$ cat src/rtl/imm_gen_pipe.sv
// imm_gen_pipe: registered immediate generator for the decode stage.
// Extracts and extends the RISC-V immediate (I/S/B/J/U, shamt, CSR zimm) from
// Instr and buffers {ExtImm, illegal} in a 2-entry in-order skid FIFO.
//
// Ports:
//   clk, reset      clock, synchronous active-high reset
//   flush           synchronous pipeline flush, empties the FIFO
//   in_valid/ready  input handshake (in_ready depends on registered state only)
//   ImmSrc          format select (ignored when AUTO_DECODE=1)
//   Instr           instruction word
//   out_valid/ready output handshake
//   ExtImm          extended immediate of the head entry (0 when empty)
//   illegal         head entry format was reserved/undecodable
module imm_gen_pipe #(
    parameter int unsigned XLEN        = 32,  // 32 or 64
    parameter int unsigned AUTO_DECODE = 0
) (
    input  logic            clk,
    input  logic            reset,
    input  logic            flush,
    input  logic            in_valid,
    output logic            in_ready,
    input  logic [2:0]      ImmSrc,
    input  logic [31:0]     Instr,
    output logic            out_valid,
    input  logic            out_ready,
    output logic [XLEN-1:0] ExtImm,
    output logic            illegal
);

    localparam logic [2:0] FMT_I  = 3'd0;
    localparam logic [2:0] FMT_S  = 3'd1;
    localparam logic [2:0] FMT_B  = 3'd2;
    localparam logic [2:0] FMT_J  = 3'd3;
    localparam logic [2:0] FMT_U  = 3'd4;
    localparam logic [2:0] FMT_SH = 3'd5;
    localparam logic [2:0] FMT_Z  = 3'd6;
    localparam logic [2:0] FMT_X  = 3'd7;

    // Opcode/funct3 to format; unknown opcodes map to the reserved format.
    function automatic logic [2:0] decode_fmt(input logic [6:0] op, input logic [2:0] f3);
        logic [2:0] f;
        case (op)
            7'b0000011, 7'b1100111: f = FMT_I;
            7'b0010011:             f = (f3 == 3'b001 || f3 == 3'b101) ? FMT_SH : FMT_I;
            7'b0100011:             f = FMT_S;
            7'b1100011:             f = FMT_B;
            7'b1101111:             f = FMT_J;
            7'b0110111, 7'b0010111: f = FMT_U;
            7'b1110011:             f = f3[2] ? FMT_Z : FMT_I;
            default:                f = FMT_X;
        endcase
        return f;
    endfunction

    logic [2:0]      fmt_c;
    logic [XLEN-1:0] imm_c;
    logic            ill_c;

    // Format source selection.
    always_comb begin
        fmt_c = ImmSrc;
        if (AUTO_DECODE != 0) begin
            fmt_c = decode_fmt(Instr[6:0], Instr[14:12]);
        end
    end

    // Immediate extraction: sign-extended formats start from a word of sign bits
    // and overwrite the low field.
    always_comb begin
        imm_c = '0;
        ill_c = 1'b0;
        case (fmt_c)
            FMT_I: begin
                imm_c        = {XLEN{Instr[31]}};
                imm_c[11:0]  = Instr[31:20];
            end
            FMT_S: begin
                imm_c        = {XLEN{Instr[31]}};
                imm_c[11:0]  = {Instr[31:25], Instr[11:7]};
            end
            FMT_B: begin
                imm_c        = {XLEN{Instr[31]}};
                imm_c[12:0]  = {Instr[31], Instr[7], Instr[30:25], Instr[11:8], 1'b0};
            end
            FMT_J: begin
                imm_c        = {XLEN{Instr[31]}};
                imm_c[20:0]  = {Instr[31], Instr[19:12], Instr[20], Instr[30:21], 1'b0};
            end
            FMT_U: begin
                imm_c        = {XLEN{Instr[31]}};
                imm_c[31:0]  = {Instr[31:12], 12'b0};
            end
            FMT_SH: begin
                if (XLEN == 64) imm_c[5:0] = Instr[25:20];
                else            imm_c[4:0] = Instr[24:20];
            end
            FMT_Z: begin
                imm_c[4:0]   = Instr[19:15];
            end
            default: begin
                ill_c        = 1'b1;
            end
        endcase
    end

    // FIFO state: head entry drives the outputs directly and is kept at zero
    // while empty, so ExtImm/illegal read 0 whenever out_valid is low.
    logic [1:0]      cnt_q, cnt_d;
    logic [XLEN-1:0] head_imm_q, head_imm_d, tail_imm_q, tail_imm_d;
    logic            head_ill_q, head_ill_d, tail_ill_q, tail_ill_d;
    logic            out_valid_q, out_valid_d, in_ready_q, in_ready_d;
    logic            push_c, pop_c;

    assign push_c = in_valid && in_ready_q && !flush;
    assign pop_c  = out_valid_q && out_ready;

    // FIFO next state.
    always_comb begin
        cnt_d      = cnt_q;
        head_imm_d = head_imm_q;
        head_ill_d = head_ill_q;
        tail_imm_d = tail_imm_q;
        tail_ill_d = tail_ill_q;
        case (cnt_q)
            2'd0: begin
                if (push_c) begin
                    head_imm_d = imm_c;
                    head_ill_d = ill_c;
                    cnt_d      = 2'd1;
                end
            end
            2'd1: begin
                if (push_c && pop_c) begin
                    head_imm_d = imm_c;
                    head_ill_d = ill_c;
                end else if (push_c) begin
                    tail_imm_d = imm_c;
                    tail_ill_d = ill_c;
                    cnt_d      = 2'd2;
                end else if (pop_c) begin
                    head_imm_d = '0;
                    head_ill_d = 1'b0;
                    cnt_d      = 2'd0;
                end
            end
            default: begin
                // Full: in_ready is low, so only a pop can happen.
                if (pop_c) begin
                    head_imm_d = tail_imm_q;
                    head_ill_d = tail_ill_q;
                    tail_imm_d = '0;
                    tail_ill_d = 1'b0;
                    cnt_d      = 2'd1;
                end
            end
        endcase
        if (flush) begin
            cnt_d      = 2'd0;
            head_imm_d = '0;
            head_ill_d = 1'b0;
            tail_imm_d = '0;
            tail_ill_d = 1'b0;
        end
        out_valid_d = (cnt_d != 2'd0);
        in_ready_d  = (cnt_d != 2'd2);
    end

    // FIFO state register.
    always_ff @(posedge clk) begin
        if (reset) begin
            cnt_q       <= 2'd0;
            head_imm_q  <= '0;
            head_ill_q  <= 1'b0;
            tail_imm_q  <= '0;
            tail_ill_q  <= 1'b0;
            out_valid_q <= 1'b0;
            in_ready_q  <= 1'b1;
        end else begin
            cnt_q       <= cnt_d;
            head_imm_q  <= head_imm_d;
            head_ill_q  <= head_ill_d;
            tail_imm_q  <= tail_imm_d;
            tail_ill_q  <= tail_ill_d;
            out_valid_q <= out_valid_d;
            in_ready_q  <= in_ready_d;
        end
    end

    assign in_ready  = in_ready_q;
    assign out_valid = out_valid_q;
    assign ExtImm    = head_imm_q;
    assign illegal   = head_ill_q;

endmodule

$ cat config.mk
export PLATFORM = sky130hd
export DESIGN_NAME = imm_gen_pipe
export DESIGN_NICKNAME = d
export VERILOG_FILES = /design/src/rtl/imm_gen_pipe.sv
export SDC_FILE = /design/constraint.sdc
export NUM_CORES = 1
export LEC_CHECK = 0
export CORE_AREA = 2 2 117 119
export CTS_CLUSTER_DIAMETER = 30
export DETAILED_ROUTE_END_ITERATION = 12
export DIE_AREA = 0 0 119 121
export PLACE_DENSITY_LB_ADDON = 0.1
export SYNTH_ARGS = -nofsm -noshare
export SYNTH_HDL_FRONTEND = slang
export SYNTH_SLANG_ARGS = --single-unit
$ cat constraint.sdc
create_clock -name clk -period 2.47 [get_ports clk]
set_input_delay 0.247 -clock clk [delete_from_list [all_inputs] [get_ports clk]]
set_output_delay 0.247 -clock clk [all_outputs]
set_load 0.01 [all_outputs]
==> results_dict.tcl <==
set metrics [dict create \
    multi_input_area_mm2 0.001869 \
    antenna_found_initial 0 \
    synth-async-reset-ratio_pct 0 \
    crit_path_end "tail_imm_q[11]$_SDFFE_PP0P_" \
    rsz0062_at_grt "no" \
    cts_buffers 9 \
    drv_slew 0 \
    cts_hold_buf 0 \
    hold_viol 0 \
    routed-via-count 3258 \
    n_antenna_cell 0 \
    share_comb_of_total_power_pct 11.7 \
    worstSetupEndpointType "flip-flop" \
    routed_wl_um 10850 \
    crit_family "simple AND/OR/NAND/NOR gates" \
    synth_flop_cell "dfxtp_1" \
    finish.instance_area_mm2 0.004684 \
    fillCellCount 1345 \
    ys_seq_area_share_pct 40.52 \
    vdd_drop_max_v 0.0003478 \
    clockRootBuffer "clkbuf_16" \
    cts_tree "built" \
    ant_nets 0 \
    max_cap_viol_count 0 \
    r2r-end "tail_imm_q[11]$_SDFFE_PP0P_" \
    worst-path-max-fanout 15 \
    reg2reg_setup_slack_ns 0.48 \
    fmaxAchievable_ghz 0.4778 \
    ios 75 \
    crit_buf_inv 1 \
    syn-cell-area_mm2 0.003458 \
    r2r_cells 5 \
    syn_to_final_growth_pct 35.46 \
    path_cells "clkdlybuf4s50_1 > nand3b_1 > o31ai_2 > nor2_1 > a22o_1" \
    p_per_area_mw_per_mm2 644.8 \
    period_share_pct 84.73 \
    holdCritPathClass "flip-flop to flip-flop" \
    wl_per_cell_um 16.72 \
    cp-startpoint "flush" \
    synth_area_per_cell_um2 8.476 \
    cts.sinks 70 \
    clock_power_share_pct 49.8 \
    cts_max_path_buffers 2 \
    dieHeight_um 121 \
    nNetsFinal 509 \
    p_sw_share_pct 23.02 \
    core_mm2 0.01309 \
    dp_hpwl_um 7440 \
    worstPathRequired_ns 2.75 \
    internal-power_uw 2325 \
    final_common_cell "dfxtp_1" \
    ys_seq_elements 70 \
    cp_slowest_cell "nor2_1" \
    slew_headroom_pct 16.13 \
    tightest_slew_ns 1.253 \
    rows 42 \
    clk_pin_slew_ns 0.06 \
    ys_types 47 \
    synth.yosys.warnings 0 \
    reg2reg_from "cnt_q[1]$_SDFF_PP0_" \
    die_width_um 119 \
    globalRoute.totalOverflow 0 \
    synth_edf_count 0 \
    firstDrtPassIters 4 \
    setup_viol_count_final 0 \
    drive_above_1_share_pct 13.11 \
    grt_start_max_net_pins 42 \
    p_switching_uw 695.4 \
    fin_crit_ns 2.093 \
    place_area_mm2 0.004347 \
    postCtsSetupBuffers 0 \
    gp_congestion 0.7956 \
    leakagePower_uw 0.001593 \
    grt_pass1_wl_um 17370 \
    seq_power_share_pct 38.5 \
    insertion_delay_ns 0.34 \
    io_buffers 67 \
    syn_nets 448 \
    cts-resized-gates 0 \
    htree_levels 3 \
    status "completed" \
    final_cell_mix "dfxtp_1, clkdlybuf4s50_1, o21ai_0, nand2_1, a31oi_1" \
    register_area_mm2 0.001401 \
    drtIter0Drc 136 \
    synth_cells 408 \
    worst-setup-path-type "primary input to flip-flop" \
    grt_use_total_pct 15.63 \
    route.detailed.drc 0 \
    cp.arrival_ns 2.37 \
    p_total_uw 3020 \
    start_util_pct 26.43 \
    die_area_mm2 0.01440 \
    critPathLaunchType "primary input" \
    cp.depth 5 \
    cpPeakStageDelay_ns 0.95 \
    grt_pass1_vias 3206 \
    viasPerCell 5.020 \
    fin_skew_ns 0.007366 \
]
==> sequential cells by signal, indices dropped and copies added (netlist names) <==
name / flops
tail_imm_q: 32
out_valid: 1
illegal: 1
in_ready: 1
ExtImm: 32
tail_ill_q: 1
cnt_q: 2
==> power groups by stage <==
stage          Clock (uW)  Sequential [uW]  Combinational, uW
6_report             1500             1160                353
3_3_place_gp            0             1190                355
2_1_floorplan           0             1190                178
4_1_cts              1530             1160                359
3_5_place_dp            0             1190                358
5_1_grt              1580             1170                388
==> worst reg2reg max path, delay by kind of cell (launching register included) <==
family                 cells  cell delay, ns
buffers and inverters      1            0.18
and+or+nand+nor            2            1.06
DFF                        1            0.31
AOI/OAI and AO/OA          2            0.38
==> final cells by class <==
cell class              instances  area share (%)
well taps                     176           4.701
clock buffers                  11           5.182
repair buffers                 89           18.11
flip-flops and latches         70           29.91
multi-input cells             297           39.90
clock inverters                 4           2.030
inverters                       2          0.1603
==> kinds of logic (layout without fill, tap and decap cells) <==
logic type / after synthesis / in the layout / synth area share [%]
muxes: 21 / 21 / 7.236
AOI/OAI and AO/OA: 143 / 143 / 27.13
and+or+nand+nor: 133 / 133 / 19.25
buffers and inverters: 41 / 106 / 5.861
DFF: 70 / 70 / 40.52
==> layer usage <==
layer  vias up  wire, um  track usage (%)
li1       1624         -                -
met1      1549      5193            20.35
met2        73      5049            25.50
met3        12       393            2.538
met4         0       215            6.920
met5         -         0                0
==> per-stage QoR <==
step / hold slack (ns) / instances / util [%] / setup TNS, ns / setup slack (ns)
floorplan: 0.3774 / 408 / - / 0 / 0.8511
global placement: 0.4461 / 634 / 33.22 / 0 / 0.02813
detailed placement: 0.4504 / 634 / 33.22 / -0.1129 / -0.06705
CTS: 0.4598 / 649 / 35.80 / 0 / 0.3291
global route: 0.4780 / 649 / 35.80 / 0 / 0.1975
finish: 0.4573 / 649 / 35.80 / 0 / 0.3772
==> worst min-delay path by stage <==
stage	cells past startpoint	to	slack, ns	from
after floorplan	2	tail_imm_q[10]$_SDFFE_PP0P_	0.38	Instr[30]
after global placement	1	tail_imm_q[18]$_SDFFE_PP0P_	0.45	tail_imm_q[18]$_SDFFE_PP0P_
after detailed placement	1	tail_imm_q[19]$_SDFFE_PP0P_	0.45	tail_imm_q[19]$_SDFFE_PP0P_
after CTS	2	tail_imm_q[10]$_SDFFE_PP0P_	0.46	tail_imm_q[10]$_SDFFE_PP0P_
after global routing	1	tail_imm_q[12]$_SDFFE_PP0P_	0.48	tail_imm_q[12]$_SDFFE_PP0P_
final	2	tail_imm_q[8]$_SDFFE_PP0P_	0.46	tail_imm_q[8]$_SDFFE_PP0P_
==> synth_stat cells, types with 2 or more instances <==
| master | count | area share [%] |
|---|---|---|
| a21boi_0 | 9 | 2.0 |
| a21oi_1 | 10 | 1.4 |
| a221o_1 | 4 | 1.2 |
| a22o_1 | 2 | 0.51 |
| a22oi_1 | 4 | 0.87 |
| a31oi_1 | 29 | 5.2 |
| a32o_1 | 4 | 1.2 |
| a32oi_1 | 6 | 1.5 |
| and2_1 | 11 | 2.0 |
| buf_1 | 2 | 0.22 |
| buf_2 | 14 | 2.0 |
| buf_6 | 2 | 0.65 |
| clkbuf_1 | 20 | 2.2 |
| dfxtp_1 | 70 | 41 |
| inv_1 | 2 | 0.22 |
| mux2_2 | 4 | 1.3 |
| mux2_4 | 7 | 3.0 |
| mux2i_1 | 10 | 2.9 |
| nand2_1 | 48 | 5.2 |
| nand3_1 | 14 | 2.0 |
| nand3b_1 | 2 | 0.43 |
| nand4_1 | 4 | 0.72 |
| nor2_1 | 18 | 2.0 |
| nor2_2 | 7 | 1.3 |
| nor2b_1 | 4 | 0.72 |
| o211ai_1 | 8 | 1.7 |
| o21ai_0 | 50 | 7.2 |
| o2bb2ai_1 | 9 | 2.3 |
| or3_1 | 16 | 2.9 |
(Power assumes the default switching activity.)
